$ cat src/rtl/seven_segment_driver_pkg.sv
// Shared types and constants for the MM:SS seven-segment display driver.
// Segment patterns are active-low in a..g order (bit 6 = a, bit 0 = g).
package seven_segment_driver_pkg;

  typedef logic [6:0] seg_code_t;

  localparam seg_code_t SEG_0     = 7'b0000001;
  localparam seg_code_t SEG_1     = 7'b1001111;
  localparam seg_code_t SEG_2     = 7'b0010010;
  localparam seg_code_t SEG_3     = 7'b0000110;
  localparam seg_code_t SEG_4     = 7'b1001100;
  localparam seg_code_t SEG_5     = 7'b0100100;
  localparam seg_code_t SEG_6     = 7'b0100000;
  localparam seg_code_t SEG_7     = 7'b0001111;
  localparam seg_code_t SEG_8     = 7'b0000000;
  localparam seg_code_t SEG_9     = 7'b0000100;
  localparam seg_code_t SEG_BLANK = 7'b1111111;

  localparam logic [3:0] ANODE_SEC_ONES = 4'b1110;
  localparam logic [3:0] ANODE_SEC_TENS = 4'b1101;
  localparam logic [3:0] ANODE_MIN_ONES = 4'b1011;
  localparam logic [3:0] ANODE_MIN_TENS = 4'b0111;
  localparam logic [3:0] ANODE_OFF      = 4'b1111;

  typedef enum logic [1:0] {
    DIG_SEC_ONES = 2'd0,
    DIG_SEC_TENS = 2'd1,
    DIG_MIN_ONES = 2'd2,
    DIG_MIN_TENS = 2'd3
  } digit_idx_t;

endpackage

$ cat src/rtl/bcd_to_seven_segment.sv
// Combinational decimal digit to active-low seven-segment pattern decoder.
// Non-decimal codes 10-15 blank the digit.
import seven_segment_driver_pkg::*;

module bcd_to_seven_segment (
  input  logic [3:0] digit,
  output seg_code_t  segments
);

  always_comb begin
    segments = SEG_BLANK;
    case (digit)
      4'd0:    segments = SEG_0;
      4'd1:    segments = SEG_1;
      4'd2:    segments = SEG_2;
      4'd3:    segments = SEG_3;
      4'd4:    segments = SEG_4;
      4'd5:    segments = SEG_5;
      4'd6:    segments = SEG_6;
      4'd7:    segments = SEG_7;
      4'd8:    segments = SEG_8;
      4'd9:    segments = SEG_9;
      default: segments = SEG_BLANK;
    endcase
  end

endmodule

$ cat src/rtl/seven_segment_driver.sv
// Four-digit multiplexed MM:SS driver for a common-anode display.
// Anode select and cathode pattern are registered together so a digit never shows a neighbour's pattern.
import seven_segment_driver_pkg::*;

module seven_segment_driver #(
  parameter int DIGIT_PERIOD = 50000
) (
  input  logic       clock,
  input  logic       reset,
  input  logic [6:0] minutes,
  input  logic [6:0] seconds,
  output logic [3:0] anode_signals,
  output seg_code_t  display_out
);

  localparam int CNT_W = (DIGIT_PERIOD > 1) ? $clog2(DIGIT_PERIOD) : 1;
  localparam logic [CNT_W-1:0] CNT_LAST = CNT_W'(DIGIT_PERIOD - 1);

  logic [CNT_W-1:0] r_refresh_cnt;
  digit_idx_t       r_digit_idx;

  logic [7:0] w_sec_bcd;
  logic [7:0] w_min_bcd;
  logic [3:0] w_digit;
  logic [3:0] w_anode;
  seg_code_t  w_seg;

  // Saturates at 99, then finds tens by comparing against multiples of ten.
  function automatic logic [7:0] to_bcd(input logic [6:0] value);
    logic [6:0] v;
    logic [3:0] t;
    logic [6:0] o;
    v = (value > 7'd99) ? 7'd99 : value;
    t = 4'd0;
    for (int k = 1; k <= 9; k++) begin
      if (v >= 7'(10 * k)) t = 4'(k);
    end
    o = v - ({3'b000, t} * 7'd10);
    return {t, o[3:0]};
  endfunction

  assign w_sec_bcd = to_bcd(seconds);
  assign w_min_bcd = to_bcd(minutes);

  always_comb begin
    w_digit = w_sec_bcd[3:0];
    w_anode = ANODE_SEC_ONES;
    case (r_digit_idx)
      DIG_SEC_ONES: begin w_digit = w_sec_bcd[3:0]; w_anode = ANODE_SEC_ONES; end
      DIG_SEC_TENS: begin w_digit = w_sec_bcd[7:4]; w_anode = ANODE_SEC_TENS; end
      DIG_MIN_ONES: begin w_digit = w_min_bcd[3:0]; w_anode = ANODE_MIN_ONES; end
      DIG_MIN_TENS: begin w_digit = w_min_bcd[7:4]; w_anode = ANODE_MIN_TENS; end
      default:      begin w_digit = w_sec_bcd[3:0]; w_anode = ANODE_SEC_ONES; end
    endcase
  end

  bcd_to_seven_segment u_decoder (
    .digit    (w_digit),
    .segments (w_seg)
  );

  // Outputs reflect the digit index held during the edge, so index 0 appears on the first edge out of reset.
  always_ff @(posedge clock) begin
    if (reset) begin
      r_refresh_cnt <= '0;
      r_digit_idx   <= DIG_SEC_ONES;
      anode_signals <= ANODE_OFF;
      display_out   <= SEG_BLANK;
    end else begin
      if (r_refresh_cnt == CNT_LAST) begin
        r_refresh_cnt <= '0;
        r_digit_idx   <= digit_idx_t'(r_digit_idx + 2'd1);
      end else begin
        r_refresh_cnt <= r_refresh_cnt + CNT_W'(1);
      end
      anode_signals <= w_anode;
      display_out   <= w_seg;
    end
  end

endmodule

$ cat config.mk
export PLATFORM = sky130hd
export DESIGN_NAME = seven_segment_driver
export DESIGN_NICKNAME = d
export VERILOG_FILES = /design/src/rtl/seven_segment_driver_pkg.sv /design/src/rtl/bcd_to_seven_segment.sv /design/src/rtl/seven_segment_driver.sv
export SDC_FILE = /design/constraint.sdc
export NUM_CORES = 1
export LEC_CHECK = 0
export BUFFER_PORTS_ARGS = -buffer_cell sky130_fd_sc_hd__buf_2
export CORE_MARGIN = 3
export CORE_UTILIZATION = 55
export CTS_CLUSTER_SIZE = 28
export DETAILED_ROUTE_END_ITERATION = 12
export GPL_ROUTABILITY_DRIVEN = 0
export HOLD_SLACK_MARGIN = 0.06
export PLACE_DENSITY = 0.76
export SLEW_MARGIN = 15
export SYNTH_ARGS = -nofsm -noshare
export SYNTH_HDL_FRONTEND = slang
export SYNTH_SLANG_ARGS = --single-unit
$ cat constraint.sdc
create_clock -name clock -period 4.75 [get_ports clock]
set_clock_uncertainty 0.1 [all_clocks]
set_input_delay 0.475 -clock clock [delete_from_list [all_inputs] [get_ports clock]]
set_output_delay 0.475 -clock clock [all_outputs]
set_load 0.02 [all_outputs]
Word level (Yosys, flattened, before mapping)
Memory sizes are Yosys's and may differ from the RTL's. A register that Yosys moved wholly into a read port is not among the register bits.
Index checks and enable logic that the tools add are counted.
{"block": "word_totals", "elab_cells": 58, "ram_bits": 0, "output_inout_bits": 11, "ff_bits": 22, "latch_bits": 0, "rom_bits": 112, "n_memories": 1}
{"memory": "(no name shown)", "words": 16, "word_bits": 7, "read_ports": 1, "rd_clocked_by_memory_dff": 1, "wr": 0, "line": "bcd_to_seven_segment.sv:12", "rtl": "case (digit)"}
{"block": "classes", "n_reduce_logical": 2, "n_div": 0, "n_lt_le_gt_ge": 20, "shift": 0, "eq_ne": 4, "n_addsub": 4, "bitwise": 0, "mul": 2, "muxes": 22}
{"cell": "2-to-1 mux 4 bit", "count": 16}
{"cell": ">= comparator 7 x 6 -> 1 bit, second input constant", "count": 6}
{"cell": ">= comparator 7 bit, second input constant", "count": 6}
{"cell": "one-hot mux 4 bit (4 select lines)", "count": 2}
{"cell": ">= comparator 7 x 5 -> 1 bit, second input constant", "count": 4}
{"cell": "adder 16 x 1 -> 16 bit, second input constant", "count": 1}
{"cell": "equality test 16 bit, second input constant", "count": 1}
{"cell": ">= comparator 7 x 4 -> 1 bit, second input constant", "count": 2}
{"cell": "> comparator 7 bit, second input constant", "count": 2}
{"cell": "2-to-1 mux 7 bit", "count": 2}
{"cell": "multiplier 4 x 3 -> 3 bit, second input constant", "count": 2}
{"cell": "subtractor 4 bit", "count": 2}
{"cell": "equality test 2 bit, second input constant", "count": 2}
{"cell": "adder 2 x 1 -> 2 bit, second input constant", "count": 1}
{"cell": "equality test 2 x 1 -> 1 bit, second input constant", "count": 1}
{"cell": "zero test 2 bit", "count": 1}
{"cell": "2-to-1 mux 1 bit", "count": 2}
{"cell": "OR reduction 2 bit", "count": 1}

Longest topological paths before layout
Gate-level depths: netlist of run 1.
{"block": "logic_depth", "word_depth": 15, "depth_mapped": 14, "ltp_nobuf": 13}

By module
A second synthesis of run 1 with hierarchy kept.
{"block": "unflattened", "hier_cells": 248, "area_unflattened_um2": 2054.5}
{"mod": "seven_segment_driver", "cells_each": 215, "n_inst": 1, "seq_area_each_um2": 580.6, "area_each_um2": 1844.3}
{"mod": "bcd_to_seven_segment", "cells_each": 33, "n_inst": 1, "seq_area_each_um2": 0.0, "area_each_um2": 210.2}

Worst setup path after synthesis of run 1
OpenSTA, ideal clock, no wires.
{"block": "synth_timing", "kind": "input to register", "start": "in minutes[2]", "end": "reg display_out[3]", "setup_ps": 132, "n_path_buf": 1, "t_arrival_ps": 3210, "required_time_ps": 4518, "path_stages": 13, "path_slack_ps": 1308, "path_cell_list": "buf_6 -> nand3b_4 -> or3_1 -> a31o_1 -> and2_1 -> ha_1 -> fa_1 -> o22ai_1 -> a211o_1 -> mux2i_2 -> mux2_2 -> nor2_1 -> mux2i_1"}
{"block": "synth_between", "elab_chain_cells": 15, "word_cells_on_any_way": 23, "cone_classes": "1 x add/sub; 1 x mul; 10 x order compare; 11 x mux"}
{"element": "start: declaration", "line": "seven_segment_driver.sv:10", "rtl": "input logic [6:0] minutes,"}
{"element": "> comparator 7 bit", "line": "seven_segment_driver.sv:33", "rtl": "v = (value > 7'd99) ? 7'd99 : value;"}
{"element": "2-to-1 mux 7 bit (*)", "line": "seven_segment_driver.sv:33"}
{"element": ">= comparator 7 x 4 -> 1 bit", "line": "seven_segment_driver.sv:36", "rtl": "if (v >= 7'(10 * k)) t = 4'(k);"}
{"element": "2-to-1 mux 1 bit", "line": "seven_segment_driver.sv:36"}
{"element": "2-to-1 mux 4 bit (8 in series)", "line": "seven_segment_driver.sv:36"}
{"element": "multiplier 4 x 3 -> 3 bit", "line": "seven_segment_driver.sv:38", "rtl": "o = v - ({3'b000, t} * 7'd10);"}
{"element": "subtractor 4 bit", "line": "seven_segment_driver.sv:38"}
{"element": "one-hot mux 4 bit (4 select lines) (*)", "line": "seven_segment_driver.sv:48", "rtl": "case (r_digit_idx)"}
{"element": "end: declaration", "line": "seven_segment_driver.sv:13", "rtl": "output seg_code_t display_out"}
Every way passes the cells marked *; elsewhere a longest branch is shown, timed or not.
A chain may end at the register's enable or synchronous reset.

Worst setup path after layout of run 1
Same ends and word-level chain as after synthesis.

==> run_results.csv, run 1 <==
group,metric,value,unit
detailed_routing,post_drt_via_cell_ratio,5.424,
critical_path,crit_path_end_kind,"flip-flop",
yosys,synth-seq-cells,29,
detailed_routing,wl,4051,um
job,drv_cap,0,
pwr,p_leak,0.9950,nW
critical_path,cp.required,4800,ps
final_layout,final_util,62.86,%
pwr,p_seq_share,41.9,%
placement,post-place-cells,315,
placement,detailed_place_hpwl,3079,um
pwr,p_sw,0.1983,mW
yosys,synth_cell_types,62,
clock_network,clkTransAtPathRegs,60,ps
pwr,peakVddDrop,0.2105,mV
critical_path,critPathBufInv,1,
sta,drv_slew,0,
floorplanning,rows,22,
yosys,synthTopCellsByCount,"34 x nor2_1, 29 x dfxtp_1, 19 x nand2_1, 16 x ha_1, 12 x a21oi_1",
sta,rsz0062_at_grt,"false",
floorplanning,die_width,68.35,um
sta,fin_crit,3419,ps
final_layout,final_layout_size_suffix_gt1_share,17.09,%
floorplanning,core_area,3716,um^2
critical_path,slowest_delay,480,ps
yosys,yosys_warnings,0,
sta,tightest_slew,509.9,ps
detailed_routing,drt_first_pass_iters,4,
clock_network,cts_num_sinks,29,
clock_network,cts-resized-gates,0,
yosys,syn-cell-area,2138,um^2
final_layout,layout.cells.non_filler,323,
critical_path,start_kind,"input pin",
sta,relSlewSlack,65.13,%
placement,io_buffer_count,26,
grt,grt_pass1_vias,1536,
yosys,synth_edf_count,0,
sta,clock.fmax,292.5,MHz
detailed_routing,routedWlPerCell,12.54,um
clock_network,postCtsHoldBufs,0,
status,status,"finished, final reports clean",
yosys,avgSynthCellArea,8.452,um^2
grt,antenna_found_initial,0,
yosys,synth_top_area_share,27.15,%
sta,final.period_utilization,71.98,%
placement,place_area,2253,um^2
final_layout,fill_cells,354,
yosys,synthTopCellsByArea,"dfxtp_1 27%, ha_1 9.4%, nor2_1 6.0%, mux2i_1 3.7%, xnor2_1 3.7%",
yosys,ys_seq_area_share,27.15,%
pwr,p_clk_share,29.0,%
critical_path,cp_max_fo,11,
clock_network,tritoncts,"done",
pwr,combinationalPowerShare,29.1,%
grt,grt_max_degree,16,
pwr,p_per_area,274.4,nW/um^2
sta,hold_viol,0,
critical_path,worstPathCellList,"buf_2 -> nand3b_4 -> or3_1 -> a31o_1 -> and2_1 -> ha_1 -> fa_1 -> o22ai_1 -> a211o_1 -> mux2i_2 -> mux2_2 -> nor2_1 -> mux2i_1",
clock_network,cts_buffers,5,
critical_path,crit_slowest_cell,"fa_1",
clock_network,root_buffer,"clkbuf_8",
final_layout,finalNetCount,308,
yosys,synth.most_common_cell,"nor2_1",
grt,grt_pass1_wl,6720,um
detailed_routing,postRouteAntennaNets,0,
yosys,synth_top_flop_cell,"dfxtp_1",
yosys,async_flop_share,0,%
yosys,yosysTopAreaCell,"dfxtp_1",
final_layout,final_area,2336,um^2
floorplanning,dieArea,4672,um^2
clock_network,clk_latency,270,ps
clock_network,post_cts_buffers,0,
floorplanning,io_pins,27,
grt,grt_overflow_total,0,
pwr,intPower,0.4426,mW
critical_path,crit_type,"in2reg",
detailed_routing,vias,1752,
critical_path,cp_data_arrival_time,3470,ps
clock_network,h-tree-depth,2,
sta,setup_viol,0,
yosys,syn_nets,287,
sta,tns,0,ps
floorplanning,fp.dieH,68.35,um
yosys,netlist_instances,253,
pwr,swShare,30.94,%
pwr,total_power,0.6409,mW
hold_path,min_path_type,"reg2reg",
clock_network,cts.path.max_buffers,2,
detailed_routing,drtIter0Drc,122,
floorplanning,start_util,57.54,%
final_layout,num_antenna_cells,0,
critical_path,critical-path-top-delay-family,"multiplexers",
final_layout,areaGrowthSynthToFinish,9.245,%
grt,grt_use_total,19.15,%
detailed_routing,drc,0,
[registers in the layout, summed over array words and instances (netlist names)]
| signal | count |
|---|---|
| display_out | 7 |
| r_refresh_cnt | 16 |
| r_digit_idx | 2 |
| anode_signals | 4 |
[power by group through the flow]
stage	Sequential (mW)	Combinational [mW]	Clock (mW)
after floorplan	0.294	0.124	0
after global placement	0.273	0.184	0
after detailed placement	0.274	0.187	0
after CTS	0.269	0.187	0.190
after global routing	0.271	0.206	0.207
final	0.269	0.186	0.186
[layout make-up]
class | count | area (um^2) | share of cell area [%]
clock buffers | 6 | 72.57 | 3.107
multi-input cells | 201 | 1441 | 61.70
well taps | 48 | 60.06 | 2.571
inverters | 11 | 41.29 | 1.768
repair buffers | 26 | 130.1 | 5.570
flip-flops and latches | 29 | 580.6 | 24.85
clock inverters | 2 | 10.01 | 0.4285
[cells by family (layout without fill, tap and decap cells)]
group	Yosys count	after routing	synth area share [%]
flops	29	29	27.15
buf+inv	23	45	5.441
mux	12	12	5.968
simple gates	100	100	23.76
xor+xnor	17	17	6.963
compound gates	54	54	19.49
fa+ha+maj	18	18	11.23
[routing by layer]
layer	share of wire [%]	vias up	global-route usage, %	wire, um
li1	-	926	-	-
met1	51	797	25.95	2047
met2	45	25	29.24	1825
met3	3.7	4	7.061	148
met4	0.74	0	3.474	30
met5	0	-	0	0
[layout by cell type (no fill, tap or decap), drive strengths merged, types with 3 or more instances in the layout]
cell type / netlist / layout
o21ai: 6 / 6
mux2: 3 / 3
and3: 6 / 6
a21oi: 12 / 12
a31oi: 3 / 3
nand2b: 9 / 9
clkbuf: 4 / 6
xor2: 8 / 8
nor3: 5 / 5
dfxtp: 29 / 29
inv: 11 / 11
nor2: 34 / 34
xnor2: 9 / 9
nand2: 19 / 19
ha: 16 / 16
buf: 8 / 26
or2: 3 / 3
nand3: 4 / 4
mux2i: 9 / 9
nor2b: 6 / 6
nand4: 3 / 3
a2111oi: 3 / 3
[path summary, 6_finish.rpt]
kind               startpoint          endpoint  slack, ps  cells after the start
max                minutes[2]    display_out[3]       1330                     13
min          r_refresh_cnt[0]  r_refresh_cnt[0]        360                      1
max reg2reg    r_digit_idx[0]    display_out[0]       1940                     12
min reg2reg  r_refresh_cnt[0]  r_refresh_cnt[0]        360                      1
[stage by stage]
stage          hold WS, ps  worst slack (ps)
2_1_floorplan        325.8              1308
3_3_place_gp         341.3              1107
3_5_place_dp         348.0              1057
4_1_cts              362.2              1358
5_1_grt              381.8              1138
6_report             358.5              1331
No activity file was read; power rests on OpenSTA's default activity.
==> inputs of run 2 (changes only) <==
--- a/config.mk
+++ b/config.mk
@@ -5,9 +5,10 @@
 export SDC_FILE = /design/constraint.sdc
 export NUM_CORES = 1
 export LEC_CHECK = 0
+export ABC_AREA = 1
 export BUFFER_PORTS_ARGS = -buffer_cell sky130_fd_sc_hd__buf_2
 export CORE_MARGIN = 3
-export CORE_UTILIZATION = 55
+export CORE_UTILIZATION = 52
 export CTS_CLUSTER_SIZE = 28
 export DETAILED_ROUTE_END_ITERATION = 12
 export GPL_ROUTABILITY_DRIVEN = 0
==> constraint.sdc (replaced) <==
create_clock -name clock -period 2.9 [get_ports clock]
set_clock_uncertainty 0.1 [all_clocks]
set_input_delay 0.29 -clock clock [delete_from_list [all_inputs] [get_ports clock]]
set_output_delay 0.29 -clock clock [all_outputs]
set_load 0.02 [all_outputs]
==> run_results.csv, run 2 <==
group,metric,value,unit
detailed_routing,drtIter0Drc,170,
grt,grt_pass1_wl,7907,um
critical_path,crit_path_end_kind,"flip-flop",
final_layout,top_register,"r_refresh_cnt",
clock_network,root_buffer,"clkbuf_8",
final_layout,final_layout_size_suffix_gt1_share,29.76,%
floorplanning,fp.dieH,70.03,um
detailed_routing,vias,2087,
sta,hold_viol,0,
sta,tightest_slew,527.2,ps
floorplanning,start_util,56.13,%
floorplanning,dieArea,4904,um^2
final_layout,regArea,580.6,um^2
floorplanning,rows,22,
yosys,synthTopCellsByCount,"72 x nand2_1, 46 x inv_1, 29 x dfxtp_1, 28 x nor2_1, 18 x nand3_1",
yosys,synthTopCellsByArea,"dfxtp_1 27%, nand2_1 13%, ha_1 9.4%, inv_1 8.1%, nor2_1 4.9%",
placement,detailed_place_hpwl,3544,um
clock_network,postCtsHoldBufs,0,
grt,grt_use_total,19.37,%
pwr,swShare,32.79,%
pwr,combinationalPowerShare,33.7,%
detailed_routing,drt_first_pass_iters,4,
yosys,syn-cell-area,2132,um^2
critical_path,cp.required,2980,ps
final_layout,top_regs,"r_refresh_cnt: 16 flops, display_out: 7 flops, anode_signals: 4 flops",
yosys,avgSynthCellArea,6.878,um^2
grt,grt_pass1_vias,1965,
critical_path,crit_type,"in2reg",
yosys,synth_top_area_share,27.23,%
critical_path,cp_data_arrival_time,2820,ps
yosys,synth-seq-cells,29,
detailed_routing,drc,0,
pwr,p_leak,1.301,nW
grt,antenna_found_initial,0,
sta,setup_viol,0,
clock_network,clk_latency,280,ps
pwr,peakVddDrop,0.3492,mV
final_layout,multiInputGateArea,1390,um^2
grt,grt_max_degree,14,
clock_network,cts_buffers,5,
clock_network,cts.path.max_buffers,2,
final_layout,finalNetCount,407,
yosys,synth_edf_count,0,
status,status,"finished, final reports clean",
sta,fin_crit,2740,ps
yosys,synth_top_family_by_area,"simple AND/OR/NAND/NOR gates",
yosys,synth_compound_area_share,12.85,%
final_layout,largest_reg_flops,16,
yosys,synth.most_common_cell,"nand2_1",
detailed_routing,post_drt_via_cell_ratio,4.957,
clock_network,clkTransAtPathRegs,50,ps
pwr,intPower,0.7695,mW
yosys,yosys_warnings,0,
floorplanning,die_width,70.03,um
pwr,p_per_area,426.8,nW/um^2
sta,clock.fmax,364.9,MHz
clock_network,h-tree-depth,2,
floorplanning,io_pins,27,
yosys,synth_top_flop_cell,"dfxtp_1",
yosys,synth_mux_area_share,0,%
hold_path,min_path_type,"in2reg",
final_layout,areaGrowthSynthToFinish,25.82,%
yosys,async_flop_share,0,%
sta,final.period_utilization,94.49,%
yosys,syn_nets,344,
detailed_routing,routedWlPerCell,10.95,um
critical_path,start_kind,"input pin",
yosys,netlist_instances,310,
final_layout,fill_cells,322,
final_layout,final_cell_mix,"72 x nand2_1, 45 x inv_1, 32 x buf_4",
final_layout,layout_commonest_cell,"nand2_1",
detailed_routing,wl,4612,um
job,drv_cap,0,
floorplanning,core_area,3799,um^2
pwr,p_seq_share,37.8,%
grt,grt_overflow_total,0,
final_layout,num_antenna_cells,0,
clock_network,tritoncts,"done",
sta,setup_slack,159.8,ps
placement,io_buffer_count,26,
yosys,yosysTopAreaCell,"dfxtp_1",
yosys,synth_cell_types,38,
sta,hold_ws,266.2,ps
yosys,ys_seq_area_share,27.23,%
sta,rsz0062_at_grt,"true",
critical_path,cp_max_fo,4,
detailed_routing,postRouteAntennaNets,0,
pwr,p_clk_share,28.5,%
yosys,synthSimpleGateAreaFrac,37.09,%
yosys,synthAdderAreaFrac,11.27,%
pwr,p_sw,0.3753,mW
yosys,synth_xor_area_share,2.054,%
sta,relSlewSlack,64.48,%
clock_network,cts_num_sinks,29,
sta,drv_slew,0,
placement,place_ws,-173.2,ps
[run 2: cell families after synthesis]
| logic type | Yosys count |
|---|---|
| flops | 29 |
| fa+ha+maj | 18 |
| compound gates | 45 |
| simple gates | 159 |
| xor+xnor | 5 |
| buf+inv | 54 |
[run 2: per-stage QoR]
stage | setup TNS [ps] | cells | power [mW] | utilization, % | area, um^2
global route | -304.3 | 421 | 1.217 | 70.62 | 2683
floorplan | 0 | 310 | 0.6822 | - | 2132
detailed placement | -1107 | 412 | 0.8038 | 66.86 | 2540
global placement | -656.9 | 412 | 0.7971 | 66.86 | 2540
CTS | 0 | 419 | 1.134 | 69.14 | 2626
finish | 0 | 421 | 1.145 | 70.62 | 2683
[run 2: per-layer routing]
metal,wire (um),part of all wire (%),global-route usage [%],up-vias
met5,0,0,0,-
met4,71,1.5,5.106,0
met3,207,4.5,4.604,7
met2,2178,47,32.95,47
met1,2154,47,24.47,925
li1,-,-,-,1108
[run 2: critical path: stages]
cell and delay, ps:
buf_2 150, nand2_4 100, inv_1 50, o21ai_1 130
nand3_1 140, a21oi_1 160, nand2_1 60, nand2_1 50
nand2_1 60, nand2_2 80, nand2_2 60, ha_1 200
fa_2 340, xnor2_1 170, xor2_1 200, nand3_1 130
nand3_2 120, nand2_4 70, nand3_1 100, nand2_1 50
inv_1 60, nand2_1 40
[run 2: power groups by stage]
stage / Combinational [mW] / Sequential, mW / Clock [mW]
2_1_floorplan: 0.209 / 0.473 / 0
5_1_grt: 0.431 / 0.435 / 0.352
3_5_place_dp: 0.362 / 0.442 / 0
6_report: 0.386 / 0.433 / 0.326
3_3_place_gp: 0.356 / 0.441 / 0
4_1_cts: 0.365 / 0.433 / 0.335
[run 2: path summary, 6_finish.rpt]
check,startpoint,end,slack [ps],cells past startpoint
setup / recovery,minutes[5],display_out[2],160,22
hold / removal,reset,r_refresh_cnt[3],270,4
setup reg to reg,r_digit_idx[0],display_out[3],580,13
hold reg to reg,r_refresh_cnt[0],r_refresh_cnt[0],350,1
[run 2: timing repair]
action                     4_1_cts  5_1_grt
resized for setup                0       11
setup endpoints to repair        0        7
buffers inserted                 0        2
[run 2: layout make-up]
type,instances,share of cell area [%]
clock buffer,7,3.218
inverter,52,7.276
multi-input combinational,227,51.82
sequential,29,21.64
tap,48,2.239
timing repair buffer,58,13.81
==> inputs of run 3 (changes only) <==
--- a/config.mk
+++ b/config.mk
@@ -8,12 +8,13 @@
 export ABC_AREA = 1
 export BUFFER_PORTS_ARGS = -buffer_cell sky130_fd_sc_hd__buf_2
 export CORE_MARGIN = 3
-export CORE_UTILIZATION = 52
+export CORE_UTILIZATION = 44
 export CTS_CLUSTER_SIZE = 28
 export DETAILED_ROUTE_END_ITERATION = 12
 export GPL_ROUTABILITY_DRIVEN = 0
 export HOLD_SLACK_MARGIN = 0.06
-export PLACE_DENSITY = 0.76
+export PLACE_DENSITY = 0.66
+export REMOVE_ABC_BUFFERS = 1
 export SLEW_MARGIN = 15
 export SYNTH_ARGS = -nofsm -noshare
 export SYNTH_HDL_FRONTEND = slang
==> run_results.csv, run 3 (synthesized netlist as in run 2, its figures left out) <==
group,metric,value,unit
pwr,peakVddDrop,0.3859,mV
detailed_routing,drtIter0Drc,92,
pwr,total_power,1.227,mW
final_layout,finalNetCount,412,
floorplanning,io_pins,27,
sta,fin_crit,2729,ps
status,status,"finished, final reports clean",
clock_network,root_buffer,"clkbuf_8",
clock_network,cts.path.max_buffers,2,
grt,grt_use_total,16.64,%
detailed_routing,vias,2076,
placement,post-place-cells,418,
sta,drv_slew,0,
sta,setup_viol,0,
grt,grt_overflow_total,0,
final_layout,top_register,"r_refresh_cnt",
grt,grt_max_degree,14,
grt,antenna_found_initial,0,
final_layout,regArea,580.6,um^2
clock_network,clk_latency,270,ps
final_layout,layout.cells.non_filler,431,
detailed_routing,post_drt_via_cell_ratio,4.817,
floorplanning,rows,24,
detailed_routing,routedWlPerCell,10.39,um
sta,tightest_slew,476.1,ps
final_layout,fill_cells,412,
floorplanning,dieArea,5717,um^2
clock_network,cts_buffers,5,
clock_network,cts_num_sinks,29,
critical_path,cp_data_arrival_time,2790,ps
hold_path,min_path_type,"in2reg",
grt,grt_pass1_vias,1854,
critical_path,crit_path_end_kind,"flip-flop",
detailed_routing,wl,4476,um
final_layout,layout_commonest_cell,"nand2_1",
critical_path,start_kind,"input pin",
job,drv_cap,0,
final_layout,largest_reg_flops,16,
clock_network,tritoncts,"done",
final_layout,final_cell_mix,"63 x nand2_1, 42 x inv_1, 39 x buf_4",
final_layout,top_regs,"r_refresh_cnt: 16 flops, display_out: 7 flops, anode_signals: 4 flops",
floorplanning,core_area,4504,um^2
final_layout,areaGrowthSynthToFinish,35.33,%
detailed_routing,wl_met1,2200,um
critical_path,cp.required,2960,ps
sta,relSlewSlack,68.23,%
grt,grt_pass1_wl,7562,um
final_layout,final_layout_size_suffix_gt1_share,38.79,%
clock_network,clkTransAtPathRegs,60,ps
clock_network,h-tree-depth,2,
detailed_routing,wl_met2,2132,um
sta,hold_viol,0,
placement,detailed_place_hpwl,3578,um
critical_path,cp_max_fo,5,
detailed_routing,postRouteAntennaNets,0,
detailed_routing,wl_met3,117,um
sta,hold_ws,251.2,ps
final_layout,multiInputGateArea,1515,um^2
detailed_routing,routed.top_layer,"met4",
final_layout,num_antenna_cells,0,
floorplanning,fp.dieH,75.61,um
sta,clock.fmax,366.5,MHz
floorplanning,start_util,47.33,%
clock_network,postCtsHoldBufs,0,
detailed_routing,drc,0,
sta,final.period_utilization,94.09,%
pwr,p_leak,1.373,nW
pwr,p_per_area,425.4,nW/um^2
floorplanning,die_width,75.61,um
critical_path,crit_type,"in2reg",
detailed_routing,drt_first_pass_iters,4,
placement,io_buffer_count,26,
## run 3: cell count changes in the layout (fill, tap and decap cells not counted), moves of 3 or more
cell	previous run	this run
a21oi_1	15	12
inv_1	45	42
o21ai_0	12	9
buf_4	32	39
nand3_2	2	10
a21oi_2	1	4
inv_2	6	9
nand3_1	18	10
buf_2	26	21
nand2_2	11	19
nand2_1	72	63
## run 3: path summary, 6_finish.rpt
path	start	endpoint	slack, ps	cells after the start
worst min-delay path	reset	r_refresh_cnt[3]	250	4
worst min register to register	r_refresh_cnt[0]	r_refresh_cnt[0]	370	1
worst max register to register	r_digit_idx[0]	display_out[1]	530	13
worst max-delay path	seconds[6]	display_out[2]	170	21
## run 3: cell type report
type	instances	share of cell area (%)
Multi-Input combinational cell	227	52.52
Sequential cell	29	20.12
Timing Repair Buffer	63	14.83
Inverter	52	6.765
Clock buffer	7	3.339
Tap cell	52	2.255
Clock inverter	1	0.1735
## run 3: where the power goes
group          leakage, nW  total, mW  switching (mW)  internal [mW]
logic                 1.08      0.441           0.255          0.186
registers            0.237      0.435         0.00848          0.426
clock network       0.0542      0.352           0.138          0.214
## run 3: repair_timing
item / CTS / global route
resized for setup: 0 / 54
endpoints found under the hold margin: 0 / 0
setup endpoints to repair: 0 / 7
buffers inserted: 0 / 5
## run 3: stage by stage
stage               cell area (um^2)  setup slack (ps)  setup TNS (ps)  utilization, %
floorplan                       2125             137.3               0               -
CTS                             2661             115.9               0           59.08
global placement                2560            -112.9          -697.0           56.83
global route                    2885            -167.2          -987.8           64.06
detailed placement              2560            -170.4           -1098           56.83
finish                          2885             171.4               0           64.06
## run 3: routing by layer
layer  track usage, %  up-vias
li1                 -     1122
met2            27.71       32
met1            22.14      918
met4            3.495        0
met5                0        -
met3            3.694        4
## run 3: worst max-delay path: stages
cell and delay, ps:
buf_2 120, buf_4 150, nor4_1 370, a21oi_2 110, nand2_1 60, nand2_1 40, nand2_1 60, nand2_2 60
nand2_2 100, ha_4 130, inv_2 40, fa_2 360, xnor2_2 140, xnor2_1 190, inv_1 100, nand2_4 70
nand3_4 120, nand3_2 90, nand2_1 50, inv_1 70, nand2_1 50
